### config.mk
export PLATFORM = sky130hd
export DESIGN_NAME = fetch_ctrl
export DESIGN_NICKNAME = d
export VERILOG_FILES = /design/src/rtl/fetch_ctrl_pkg.sv /design/src/rtl/fetch_ctrl_reg.sv /design/src/rtl/fetch_ctrl.sv
export SDC_FILE = /design/constraint.sdc
export NUM_CORES = 1
export LEC_CHECK = 0
export CAP_MARGIN = 15
export CORE_AREA = 3 3 124 126
export DETAILED_ROUTE_END_ITERATION = 10
export DIE_AREA = 0 0 127 129
export PLACE_DENSITY = 0.9
export SETUP_SLACK_MARGIN = 0.4
export SLEW_MARGIN = 20
export SYNTH_ARGS = -nofsm -noshare
export SYNTH_HDL_FRONTEND = slang
export SYNTH_SLANG_ARGS = --single-unit
### constraint.sdc
create_clock -name clk -period 2.7 [get_ports clk]
set_input_delay 0.27 -clock clk [delete_from_list [all_inputs] [get_ports clk]]
set_output_delay 0.27 -clock clk [all_outputs]
set_load 0.02 [all_outputs]
### src/rtl/fetch_ctrl_pkg.sv
// Shared CPU definitions used by the instruction fetch controller.
// Holds the fetch FSM state encoding and the zero/NOP instruction word.
package fetch_ctrl_pkg;

    typedef enum logic [1:0] {
        ST_RST   = 2'd0,
        ST_FETCH = 2'd1,
        ST_HOLD  = 2'd2,
        ST_DRAIN = 2'd3
    } fetch_state_e;

    localparam logic [31:0] NOP_INST = 32'h0000_0000;

endpackage

### src/rtl/fetch_ctrl_reg.sv
// Generic parameterized register with synchronous clear (to CLR_VAL) and load.
// Clear has priority over load.
module fetch_ctrl_reg #(
    parameter int unsigned      WIDTH   = 32,
    parameter logic [WIDTH-1:0] CLR_VAL = '0
) (
    input  logic             clk,
    input  logic             clr,
    input  logic             ld,
    input  logic [WIDTH-1:0] d,
    output logic [WIDTH-1:0] q
);

    logic [WIDTH-1:0] data_d;
    logic [WIDTH-1:0] data_q;

    always_comb begin
        data_d = data_q;
        if (clr) begin
            data_d = CLR_VAL;
        end else if (ld) begin
            data_d = d;
        end
    end

    always_ff @(posedge clk) begin
        data_q <= data_d;
    end

    assign q = data_q;

endmodule

### src/rtl/fetch_ctrl.sv
// Instruction fetch controller: issues imem requests, parks data during hazards,
// and drops in-flight fetches on branch redirects.
//
// Handshake: imem_req/imem_addr form a valid that stays stable until the memory
// answers with imem_ready (the ready); one request completes per ready cycle.
module fetch_ctrl
    import fetch_ctrl_pkg::*;
#(
    parameter logic [31:0] RESET_PC = 32'h0000_0000,
    parameter int unsigned PC_STEP  = 4
) (
    input  logic         clk,
    input  logic         rst,
    input  logic         hazard,
    input  logic         branch_taken,
    input  logic [31:0]  branch_addr,
    output logic         imem_req,
    output logic [31:0]  imem_addr,
    input  logic         imem_ready,
    input  logic [31:0]  imem_rdata,
    output logic [31:0]  if_pc,
    output logic [31:0]  if_inst,
    output logic         if_freeze,
    output logic         if_flush,
    output logic [31:0]  fetch_count,
    output fetch_state_e dbg_state
);

    fetch_state_e state_q;
    fetch_state_e state_d;
    logic [31:0]  pc_q;
    logic [31:0]  pc_d;
    logic [31:0]  pc_next;
    logic [31:0]  buf_q;
    logic [31:0]  count_q;
    logic [31:0]  count_d;
    logic [31:0]  drain_addr_q;
    logic [31:0]  drain_addr_d;
    logic         in_rst;
    logic         redirect;
    logic         deliver;
    logic         pc_ld;
    logic         buf_ld;

    assign pc_next  = pc_q + 32'(PC_STEP);
    // The RST state cycle behaves exactly like reset itself on the outputs.
    assign in_rst   = rst || (state_q == ST_RST);
    assign redirect = !in_rst && branch_taken;
    assign deliver  = !in_rst && !branch_taken && !hazard &&
                      (((state_q == ST_FETCH) && imem_ready) || (state_q == ST_HOLD));
    assign buf_ld   = !in_rst && !branch_taken && hazard &&
                      (state_q == ST_FETCH) && imem_ready;
    assign pc_ld    = redirect || deliver;
    assign pc_d     = redirect ? branch_addr : pc_next;

    always_comb begin
        state_d      = state_q;
        drain_addr_d = drain_addr_q;
        count_d      = count_q;
        if (deliver) begin
            count_d = count_q + 32'd1;
        end
        unique case (state_q)
            ST_RST:   state_d = ST_FETCH;
            ST_FETCH: begin
                if (branch_taken) begin
                    // Unanswered request must finish at its original address.
                    state_d      = imem_ready ? ST_FETCH : ST_DRAIN;
                    drain_addr_d = pc_q;
                end else if (imem_ready && hazard) begin
                    state_d = ST_HOLD;
                end
            end
            ST_HOLD:  if (branch_taken || !hazard) state_d = ST_FETCH;
            ST_DRAIN: if (imem_ready) state_d = ST_FETCH;
            default:  state_d = ST_RST;
        endcase
        if (rst) begin
            state_d      = ST_RST;
            count_d      = '0;
            drain_addr_d = '0;
        end
    end

    always_ff @(posedge clk) begin
        state_q      <= state_d;
        count_q      <= count_d;
        drain_addr_q <= drain_addr_d;
    end

    fetch_ctrl_reg #(.WIDTH(32), .CLR_VAL(RESET_PC)) u_pc_reg (
        .clk (clk),
        .clr (rst),
        .ld  (pc_ld),
        .d   (pc_d),
        .q   (pc_q)
    );

    fetch_ctrl_reg #(.WIDTH(32), .CLR_VAL(NOP_INST)) u_buf_reg (
        .clk (clk),
        .clr (rst),
        .ld  (buf_ld),
        .d   (imem_rdata),
        .q   (buf_q)
    );

    assign imem_req    = !in_rst && ((state_q == ST_FETCH) || (state_q == ST_DRAIN));
    assign imem_addr   = (state_q == ST_DRAIN) ? drain_addr_q : pc_q;
    assign if_pc       = in_rst ? 32'h0 : pc_next;
    assign if_inst     = in_rst ? NOP_INST : ((state_q == ST_HOLD) ? buf_q : imem_rdata);
    assign if_freeze   = in_rst ? 1'b1 : (redirect ? 1'b0 : !deliver);
    assign if_flush    = in_rst ? 1'b1 : redirect;
    assign fetch_count = count_q;
    assign dbg_state   = state_q;

endmodule

==> results.yml <==
route:
  ant_nets: 0
  top_layer: "met4"
  drt-wirelength-per-cell_um: 18.5
  drt-total-wl_um: 25000
  drtIter0Drc: 821
  wl_met1_um: 9930
  dr_total_vias: 7874
  dr.pass1.iters: 8
  drc: 0
  vias_per_cell: 5.81
  met2WireLength_um: 11600
  wl_met3_um: 2300
sta:
  slew_headroom_pct: 36.9
  fmax_ghz: 0.396
  drv_slew: 0
  final-setup-viol-count: 0
  finalSetupTns_ns: 0
  clock_skew_ns: 0.00847
  hold_viol_final: 0
  rsz0062_at_grt: "true"
  finalCriticalPeriod_ns: 2.52
  tightest_slew_ns: 0.947
  finalCritPeriodShare_pct: 93.4
critical_path:
  startpoint_type: "flip-flop"
  r2r_end: "fetch_count[30]$_SDFFE_PP0P_"
  ff2ff_setup_slack_ns: 0.55
  crit_required_ns: 2.43
  crit_arrival_ns: 2.25
  end_kind: "output port"
  path_class: "reg2out"
  reg2regPathDepth: 7
  reg2reg_from: "dbg_state[1]$_SDFFE_PP0P_"
  critPathMaxFanout: 6
hold_path:
  hold_path.class: "in2reg"
  whs_path_depth: 2
  min_from: "rst"
  hold_end: "dbg_state[0]$_SDFFE_PP0P_"
die:
  die_h_um: 129
  dieArea_um2: 16400
  ios: 202
  die_w_um: 127
  core_um2: 14400
  initial_core_util_pct: 47.8
  rows: 44
clock_tree:
  clock_latency_ns: 0.43
  htreeDepth: 4
  cts_buffer_depth: 2
  cts_tree: "built"
  ctsHoldBuffers: 0
  clock_sinks: 130
  clk_pin_slew_ns: 0.06
  cts_root_buf: "clkbuf_16"
  cts_made_buffers: 17
power:
  internal_power_w: 0.00400
  p_leak_nw: 4.27
  ir_worst_vdd_uv: 421
  clockPowerShare_pct: 49.8
  power.total_w: 0.00531
  swShare_pct: 24.8
  seq_power_share_pct: 37.7
  switching_power_w: 0.00132
  power_frac_comb_pct: 12.5
  p_per_area_nw_per_um2: 509
run:
  drv_cap: 0
grt:
  antenna_found_initial: 0
  grt_pass1_wl_um: 36600
  grt_use_total_pct: 27.6
  grt_pass1_vias: 7212
  grt_overflow: 0
  grt_max_degree: 86
final_layout:
  layout_common_cells: "nand2_1 (226), a21oi_1 (121), dfxtp_1 (110)"
  area_growth_pct: 51.4
  regArea_um2: 2650
  num_antenna_cells: 0
  nFillCells: 1039
  fin_nets: 1230
  multi_input_area_um2: 4220
  layout_commonest_cell: "nand2_1"
  layout-drive-gt1-share_pct: 21.4
placed_design:
  globalplace.congestion: 0.909
  portBuffers: 201
  hpwlAfterDp_um: 15100
logic_synthesis:
  yosysWarnings: 0
  yosys-top-cells-area: "dfxtp_1 (38%), nand2_1 (13%), a21oi_1 (8.9%)"
  syn_inst: 926
  synthArstFlopShare_pct: 0
  synth_top_area_cell: "dfxtp_1"
  ys_types: 54
  ys_ff_latch: 130
  seq_area_frac_synth_pct: 37.8
  synth_nets: 997
  synth_top_area_share_pct: 37.8
  ys.flop_type: "dfxtp_1"
  syn_area_um2: 6890
  syn_avg_cell_area_um2: 7.44
  synth-edff-count: 0
outcome:
  outcome: "finished, final reports clean"
## power by group through the flow
stage | clock network [W] | registers, W | logic (W)
floorplan | 0 | 0.00202 | 0.000329
global placement | 0 | 0.00203 | 0.000647
detailed placement | 0 | 0.00204 | 0.000651
CTS | 0.00266 | 0.00200 | 0.000629
global route | 0.00274 | 0.00201 | 0.000703
finish | 0.00265 | 0.00200 | 0.000663
## per-stage QoR
stage	setup WS [ns]	instance area [µm²]	cells	hold WS, ns	util, %
final	0.177	10400	1356	0.0487	72.3
after global routing	0.112	10400	1356	0.0448	72.3
after CTS	0.193	10200	1339	0.0328	70.4
after detailed placement	0.101	9250	1287	0.444	64.1
after global placement	0.133	9250	1287	0.439	64.1
after floorplan	0.417	6890	926	0.369	-
## kinds of logic after synthesis
logic type               synth area share [%]
AO/OA/AOI/OAI                            14.4
XOR/XNOR                                 7.88
adder cells (fa/ha/maj)                 0.363
buffers and inverters                    5.01
flip-flops                               37.8
multiplexers                             5.52
AND/OR/NAND/NOR                          29.0
## critical path: stages (launching register included)
cell and delay (ns):
dfxtp_2 0.36, nand4_4 0.15, buf_8 0.16, nor4_4 0.27
buf_6 0.19, nand4_1 0.14, xor2_1 0.19, nor2_1 0.19
buf_4 0.19
## synth_stat cells (2+ instances only)
cell type  instances
nand2_1          231
dfxtp_1          130
a21oi_1          122
nor2_1            90
clkbuf_1          56
xor2_1            38
mux2_2            32
nand3_1           24
xnor2_1           24
nand4_1           22
o21ai_0           16
buf_2             14
nor3_1            13
and3_1            12
and2_1            10
o22ai_1            7
a211oi_1           6
a31oi_1            6
and4_1             6
inv_1              6
buf_1              5
nand3b_1           5
or3_1              5
a22oi_1            4
nor2b_1            4
nor4_2             3
ha_1               2
mux2i_1            2
nand4_2            2
nor3b_1            2
nor4_1             2
nor4_4             2
o31a_1             2
## worst max path at each step
stage	from	to	slack, ns	cells after the start
4_1_cts	u_pc_reg.q[3]$_SDFFE_PP0P_	if_pc[14]	0.19	6
3_3_place_gp	u_pc_reg.q[3]$_SDFFE_PP0P_	if_pc[14]	0.13	6
2_1_floorplan	u_pc_reg.q[2]$_SDFFE_PP0P_	if_pc[14]	0.42	6
5_1_grt	u_pc_reg.q[8]$_SDFFE_PP0P_	if_pc[22]	0.11	8
3_5_place_dp	u_pc_reg.q[3]$_SDFFE_PP0P_	if_pc[30]	0.10	9
6_report	u_pc_reg.q[8]$_SDFFE_PP0P_	if_pc[22]	0.18	8
## flip-flops by register name (all words and copies together) (netlist names)
| register | count |
|---|---|
| fetch_count | 32 |
| u_buf_reg.q | 32 |
| dbg_state | 2 |
| u_pc_reg.q | 32 |
| drain_addr_q | 32 |
## what timing repair did
action	in CTS	in global routing
gates resized for setup	225	53
pin swaps	14	21
setup endpoints to repair	98	63
buffers inserted	18	16
gates cloned	2	1
## layout make-up
cell class	count	area share (%)
multi-input combinational	712	40.4
clock inverter	14	2.24
clock buffer	18	4.21
sequential	130	25.4
timing repair buffer	292	25.3
inverter	6	0.216
tap	184	2.21
## per-layer routing
layer / GRT usage, % / vias up
li1: - / 3583
met1: 35.3 / 3663
met5: 0 / -
met4: 13.4 / 0
met2: 43.9 / 508
met3: 6.85 / 120
Note: power is estimated with default switching activity, not from simulation.
